[src/rtl/imem_wb_fetch.sv]
// imem_wb_fetch: Wishbone B4 pipelined single-outstanding read master for instruction fetch.
// Flushed requests are drained silently; misaligned PCs and timeouts return an error response.
module imem_wb_fetch #(
    parameter int TIMEOUT_CYCLES = 255
) (
    input  logic        clk_i,
    input  logic        rst_ni,
    input  logic        fetch_req_i,
    input  logic [31:0] fetch_addr_i,
    input  logic        fetch_flush_i,
    output logic [31:0] fetch_rdata_o,
    output logic        fetch_rvalid_o,
    output logic        fetch_err_o,
    output logic        fetch_busy_o,
    output logic        wbm_cyc_o,
    output logic        wbm_stb_o,
    output logic        wbm_we_o,
    output logic [3:0]  wbm_sel_o,
    output logic [31:0] wbm_adr_o,
    input  logic [31:0] wbm_dat_i,
    input  logic        wbm_ack_i,
    input  logic        wbm_err_i,
    input  logic        wbm_stall_i
);
    localparam int CW = (TIMEOUT_CYCLES > 0) ? $clog2(TIMEOUT_CYCLES + 1) : 1;

    typedef enum logic [1:0] {IDLE, REQ, WAIT, DRAIN} state_t;

    state_t        r_state, w_next;
    logic [31:0]   r_adr, r_rdata, w_rdata;
    logic          r_rvalid, r_err, w_rvalid, w_err, w_latch, w_resp, w_tmo;
    logic [CW-1:0] r_cnt;

    assign w_resp = wbm_ack_i | wbm_err_i;
    assign w_tmo  = (TIMEOUT_CYCLES != 0) && (r_cnt == CW'(TIMEOUT_CYCLES));

    always_comb begin
        w_next   = r_state;
        w_rvalid = 1'b0;
        w_err    = 1'b0;
        w_latch  = 1'b0;
        w_rdata  = r_rdata;
        case (r_state)
            IDLE: if (fetch_req_i && !fetch_flush_i) begin
                if (fetch_addr_i[1:0] == 2'b00) begin
                    w_latch = 1'b1;
                    w_next  = REQ;
                end else if (!r_rvalid) begin
                    // gated on r_rvalid so a held misaligned request cannot pulse back-to-back
                    w_rvalid = 1'b1;
                    w_err    = 1'b1;
                    w_rdata  = '0;
                end
            end
            REQ: if (fetch_flush_i) begin
                w_next = (wbm_stall_i || w_resp) ? IDLE : DRAIN;
            end else if (!wbm_stall_i) begin
                w_next   = w_resp ? IDLE : WAIT;
                w_rvalid = w_resp;
                w_err    = wbm_err_i;
                w_rdata  = (wbm_ack_i && !wbm_err_i) ? wbm_dat_i : r_rdata;
            end
            WAIT: if (w_resp) begin
                w_next   = IDLE;
                w_rvalid = !fetch_flush_i;
                w_err    = wbm_err_i && !fetch_flush_i;
                w_rdata  = (fetch_flush_i || wbm_err_i) ? r_rdata : wbm_dat_i;
            end else if (fetch_flush_i) begin
                w_next = DRAIN;
            end else if (w_tmo) begin
                w_next   = IDLE;
                w_rvalid = 1'b1;
                w_err    = 1'b1;
            end
            DRAIN: if (w_resp || w_tmo) w_next = IDLE;
            default: w_next = IDLE;
        endcase
    end

    always_ff @(posedge clk_i or negedge rst_ni) begin
        if (!rst_ni) begin
            r_state  <= IDLE;
            r_adr    <= '0;
            r_rdata  <= '0;
            r_rvalid <= 1'b0;
            r_err    <= 1'b0;
            r_cnt    <= '0;
        end else begin
            r_state  <= w_next;
            r_adr    <= w_latch ? fetch_addr_i : r_adr;
            r_rdata  <= w_rdata;
            r_rvalid <= w_rvalid;
            r_err    <= w_err;
            r_cnt    <= ((r_state == WAIT || r_state == DRAIN) && w_next == r_state) ? r_cnt + 1'b1 : '0;
        end
    end

    assign fetch_rdata_o  = r_rdata;
    assign fetch_rvalid_o = r_rvalid;
    assign fetch_err_o    = r_err;
    assign fetch_busy_o   = (r_state != IDLE) && (w_next != IDLE);
    assign wbm_cyc_o      = r_state != IDLE;
    assign wbm_stb_o      = r_state == REQ;
    assign wbm_we_o       = 1'b0;
    assign wbm_sel_o      = 4'hF;
    assign wbm_adr_o      = r_adr;
endmodule
[config.mk]
export PLATFORM = sky130hd
export DESIGN_NAME = imem_wb_fetch
export DESIGN_NICKNAME = d
export VERILOG_FILES = /design/src/rtl/imem_wb_fetch.sv
export SDC_FILE = /design/constraint.sdc
export NUM_CORES = 1
export LEC_CHECK = 0
export BUFFER_PORTS_ARGS = -buffer_cell sky130_fd_sc_hd__buf_2
export CORE_MARGIN = 5
export CORE_UTILIZATION = 52
export CTS_CLUSTER_SIZE = 8
export DETAILED_ROUTE_END_ITERATION = 8
export GPL_TIMING_DRIVEN = 1
export PLACE_DENSITY = 0.95
export SYNTH_ARGS = -nofsm -noshare
export SYNTH_HDL_FRONTEND = slang
export SYNTH_SLANG_ARGS = --single-unit
[constraint.sdc]
create_clock -name clk_i -period 2.8 [get_ports clk_i]
set_input_delay 0.14 -clock clk_i [delete_from_list [all_inputs] [get_ports clk_i]]
set_output_delay 0.14 -clock clk_i [all_outputs]
set_load 0.01 [all_outputs]
==> reports/qor.yml, run 1 <==
timing.slew.headroom_pct: 38.3
grt_usage_pct: 18.7
io_buffers: 139
finalSetupViolations: 0
path_class: "register to output pin"
syn-cell-area_sq_mm: 0.00345
rows: 29
cts.clk_slew.worst_paths_ps: 80
max_freq_mhz: 418
place_congestion: 0.858
core-area_sq_mm: 0.00642
status: "complete, no violations"
hold_viol: 0
period_minus_slack_ps: 2390
combinationalPowerShare_pct: 41.6
finClkSkew_ps: 6.25
seq_area_frac_synth_pct: 55.1
p_sw_w: 0.00170
tns_ps: 0
die_w_um: 91.5
antenna_cells: 0
mostFrequentLayoutCells: "buf_2, dfrtp_1, inv_1"
crit_required_ps: 2660
cellInternalPower_w: 0.00296
fin_hold_ws_ps: 24.9
final_common_cell: "buf_2"
swShare_pct: 36.5
clk_path_buf_depth: 2
cts-root-buf: "clkbuf_8"
grt_max_degree: 77
worst_pin_slew_ps: 926
peakVddDrop_v: 0.000533
synth_ff_type: "dfrtp_1"
wl_met1_um: 3290
post_dp_cell_area_sq_mm: 0.00415
finalCritPeriodShare_pct: 85.5
synth_cell_types: 41
design_area_sq_mm: 0.00440
cts_tree: "built"
leakagePower_nw: 2.36
synth_edf_count: 0
startpoint_type: "register"
synth.avg_cell_area_sq_um: 11.6
die_area_sq_mm: 0.00837
overflow: 0
grt_setup_unrepaired: "false"
cp_max_fo: 8
io_pins: 145
cts_max_level: 3
routed-via-count: 2596
power_frac_seq_pct: 37.3
dp_hpwl_um: 5610
dr.pass1.iters: 5
wirelength_um: 7670
drt_iter0_drc: 106
crit_path_end_kind: "output pin"
wl_met3_um: 597
clockPowerShare_pct: 21.2
cts_buffers: 9
cts_resized: 0
synth_top_area_share_pct: 55.1
yosys-top-cells-area: "dfrtp_1, mux2_4, nand3_1"
area.growth.synth_to_final_pct: 27.5
cap_violations: 0
synth-warning-count: 0
via_per_inst: 5.01
nNetsFinal: 512
met2WireLength_um: 3610
start_util_pct: 53.8
ant_nets: 0
syn_inst: 299
drc: 0
clkLatencyLatePin_ps: 330
critPathArrivalTime_ps: 2250
n_fill_cell: 468
post_route_cells_drive_above_1_share_pct: 44.2
highest_layer: "met4"
synth-seq-cells: 76
yosysTopAreaCell: "dfrtp_1"
slew_violations: 0
fp.dieH_um: 91.5
async_reset_ff_share_pct: 100
hp-class: "primary input to register"
cts.sinks: 76
antenna_found_initial: 0
grt_pass1_vias: 2646
power_density_mw_per_mm2: 1060
wire_per_inst_um: 14.8
grt_pass1_wl_um: 12500
-- synthesized netlist by cell type, types with 2 or more instances --
cell type and number:
dfrtp_1 76, ha_1 5, o21ai_1 3, xor2_1 2, xnor2_1 4, buf_4 9, and3_1 3, and2_1 3
clkbuf_2 3, conb_1 2, inv_1 37, nand2_1 8, buf_6 4, nand3_1 34, mux2_2 2, o21ai_0 33
clkbuf_1 3, mux2_4 28, nor2_1 13, a21oi_1 5, a31oi_1 2
-- final timing paths --
path | from | endpoint | slack [ps] | cells after the start
max | r_state[0] | fetch_busy_o | 410 | 8
min | wbm_dat_i[20] | fetch_rdata_o[20] | 20 | 3
max reg2reg | r_state[1] | fetch_rdata_o[8] | 430 | 8
min reg2reg | r_cnt[0] | r_cnt[0] | 460 | 1
max in group asynchronous | rst_ni | fetch_rdata_o[1] | 1700 | 2
min in group asynchronous | rst_ni | wbm_adr_o[17] | 500 | 2
-- per-layer routing --
metal  up-vias  global-route usage [%]
met5         -                       0
met4         0                    8.54
met3        18                    5.12
met2       110                    29.9
met1      1203                    23.7
li1       1265                       -
-- cells by family (layout without fill, tap and decap cells) --
group | after synthesis | count (layout) | synth area share [%]
multiplexers | 30 | 30 | 12.8
buffers and inverters | 57 | 196 | 8.15
adder cells (fa/ha/maj) | 5 | 5 | 1.81
XOR/XNOR | 6 | 6 | 1.52
AND/OR/NAND/NOR | 70 | 70 | 10.9
flip-flops | 76 | 76 | 55.1
AO/OA/AOI/OAI | 53 | 53 | 9.56
other | 2 | 5 | 0.217
-- sequential cells by signal (all words and copies together), names as in the netlist --
register / cells
fetch_rdata_o: 32
r_state: 2
fetch_err_o: 1
wbm_adr_o: 32
r_cnt: 8
fetch_rvalid_o: 1
-- area by class of cell --
type                       instances  area, sq um  area share, %
timing repair buffer             143          743           16.9
inverter                          37          139           3.15
tap                               77         96.3           2.19
clock inverter                     6          113           2.56
sequential                        76         1900           43.2
clock buffer                      10          128           2.90
multi-input combinational        169         1280           29.1
-- through the flow --
step	power, W	worst slack [ps]	std cells	utilization [%]
after global routing	0.00498	234	518	68.6
after detailed placement	0.00371	460	501	64.7
final	0.00465	407	518	68.6
after global placement	0.00361	677	501	64.7
after floorplan	0.00304	954	302	-
after CTS	0.00471	442	518	68.6
-- repair_timing --
item                                   4_1_cts  5_1_grt
endpoints found under the hold margin       76        0
setup buffers                                0        0
hold buffers                                 1        0
-- power groups by stage --
stage | registers [W] | clock network, W | logic (W)
CTS | 0.00173 | 0.00101 | 0.00196
floorplan | 0.00192 | 0 | 0.00112
global placement | 0.00172 | 0 | 0.00189
finish | 0.00173 | 0.000984 | 0.00193
detailed placement | 0.00175 | 0 | 0.00196
global route | 0.00179 | 0.00106 | 0.00213
-- worst max-delay path, stage by stage (launching register included) --
cell,delay (ps)
dfrtp_1,470
inv_1,130
ha_1,300
or2_2,170
nand2_1,60
o22ai_2,290
o21ai_0,160
a21oi_1,190
buf_2,160
(Power assumes the default switching activity.)
==> run 2, diff against run 1 <==
- CELL_PAD_IN_SITES_DETAIL_PLACEMENT: default -> 0
- CELL_PAD_IN_SITES_GLOBAL_PLACEMENT: default -> 1
- CORE_UTILIZATION: 52 -> 39
==> run 2 against run 1 <==
- sequential share of layout area up 0.061 points
- hold slack worse by 3.8 ps
- utilization down 18 points
- register-to-register slack gained 110 ps
- sequential power about the same
- critical endpoint unchanged
- largest power group unchanged
==> reports/qor.yml, run 2 (synthesis gave the netlist of run 1 again) <==
grt_setup_unrepaired: "false"  # unchanged
crit_path_end_kind: "output pin"  # unchanged
worst_pin_slew_ps: 959  # was 926 ps
finalCoreUtilization_pct: 50.7  # was 68.6%
grt_usage_pct: 15.0  # was 18.7%
cap_violations: 0  # unchanged
post_cts_buffers: 0  # unchanged
area.growth.synth_to_final_pct: 27.3  # was 27.5%
power_w: 0.00455  # was 0.00465 W
start_util_pct: 39.8  # was 53.8%
setup_slack_ps: 378  # was 407 ps
drc: 0  # unchanged
tns_ps: 0  # unchanged
post_route_cells_drive_above_1_share_pct: 44.3  # was 44.2%
final_common_cell: "buf_2"  # unchanged
leakagePower_nw: 2.33  # was 2.36 nW
place_congestion: 0.791  # was 0.858
dp_hpwl_um: 6100  # was 5610 um
cts_tree: "built"  # unchanged
cts_resized: 0  # unchanged
status: "complete, no violations"  # unchanged
max_freq_mhz: 413  # was 418 MHz
hp-class: "primary input to register"  # unchanged
cts-root-buf: "clkbuf_8"  # unchanged
grt_pass1_wl_um: 13400  # was 12500 um
cts.sinks: 76  # unchanged
cts_buffers: 9  # unchanged
crit_required_ps: 2660  # about the same
post_dp_cell_area_sq_mm: 0.00419  # was 0.00415 sq mm
cp_max_fo: 8  # unchanged
mostFrequentLayoutCells: "buf_2, dfrtp_1, inv_1"  # unchanged
power_density_mw_per_mm2: 1030  # was 1060 mW/mm^2
grt_max_degree: 77  # unchanged
routed-via-count: 2640  # was 2596
design_area_sq_mm: 0.00440  # about the same
wire_per_inst_um: 15.1  # was 14.8 um
dr.pass1.iters: 5  # unchanged
critPathMaxStageDelay_ps: 470  # about the same
ant_nets: 0  # unchanged
slew_violations: 0  # unchanged
finalCritPeriodShare_pct: 86.5  # was 85.5%
overflow: 0  # unchanged
critPathTopFamily: "compound AO/OA/AOI/OAI gates"  # unchanged
cp_num_buf_inv: 2  # unchanged
peakVddDrop_v: 0.000356  # was 0.000533 V
dp_slack_ps: 543  # was 460 ps
finalSetupViolations: 0  # unchanged
antenna_found_initial: 0  # unchanged
fp.dieH_um: 104  # was 91.5 um
rows: 34  # was 29
clk_path_buf_depth: 2  # unchanged
wirelength_um: 8310  # was 7670 um
path_cells: "inv_1, ha_1, or2_2, nand2_1, o22ai_2, o21ai_0, a21oi_1, buf_2"  # unchanged
cts_hold_buf: 1  # unchanged
io_buffers: 139  # unchanged
clkLatencyLatePin_ps: 340  # was 330 ps
path_class: "register to output pin"  # unchanged
via_per_inst: 4.80  # was 5.01
drt_iter0_drc: 96  # was 106
cts.clk_slew.worst_paths_ps: 90  # was 80 ps
period_minus_slack_ps: 2420  # was 2390 ps
critPathArrivalTime_ps: 2280  # was 2250 ps
timing.slew.headroom_pct: 36.0  # was 38.3%
nNetsFinal: 513  # was 512
cts_max_level: 3  # unchanged
core-area_sq_mm: 0.00868  # was 0.00642 sq mm
die_w_um: 104  # was 91.5 um
io_pins: 145  # unchanged
cpMaxStageDelayCell: "dfrtp_1"  # unchanged
startpoint_type: "register"  # unchanged
hold_viol: 0  # unchanged
finClkSkew_ps: 10.8  # was 6.25 ps
die_area_sq_mm: 0.0108  # was 0.00837 sq mm
antenna_cells: 0  # unchanged
grt_pass1_vias: 2581  # was 2646
==> run 2: cell type report <==
type                       count  area (sq um)
clock inverter                 5          58.8
tap                          108           135
inverter                      37           139
timing repair buffer         144           738
fill                         806          4280
clock buffer                  11           141
multi-input combinational    169          1280
sequential                    76          1900
==> run 2: report_power, final <==
group          switching, W  internal [W]
combinational       0.00110      0.000866
clock              0.000405      0.000438
sequential         0.000228       0.00151
total               0.00174       0.00281
==> run 2: through the flow <==
| stage | hold WS, ps | instances |
|---|---|---|
| final | 21.1 | 550 |
| after floorplan | -156 | 302 |
| after CTS | 10.9 | 550 |
| after global placement | 336 | 533 |
| after global routing | 3.49 | 550 |
| after detailed placement | 361 | 533 |
==> run 2: metal layers <==
layer | track usage [%] | wire (um) | vias up
li1 | - | - | 1267
met1 | 20.0 | 3690 | 1280
met2 | 23.7 | 4050 | 90
met3 | 5.09 | 525 | 3
met4 | 3.05 | 35 | 0
met5 | 0 | 0 | -
==> run 2: final timing paths <==
check | from | to | slack (ps) | cells after the start
worst max register to register | r_state[1] | wbm_adr_o[29] | 540 | 5
min in group asynchronous | rst_ni | wbm_adr_o[31] | 490 | 2
worst max-delay path | r_state[0] | fetch_busy_o | 380 | 8
worst min register to register | r_cnt[0] | r_cnt[0] | 460 | 1
max in group asynchronous | rst_ni | fetch_rdata_o[23] | 1680 | 2
worst min-delay path | fetch_addr_i[8] | wbm_adr_o[8] | 20 | 2
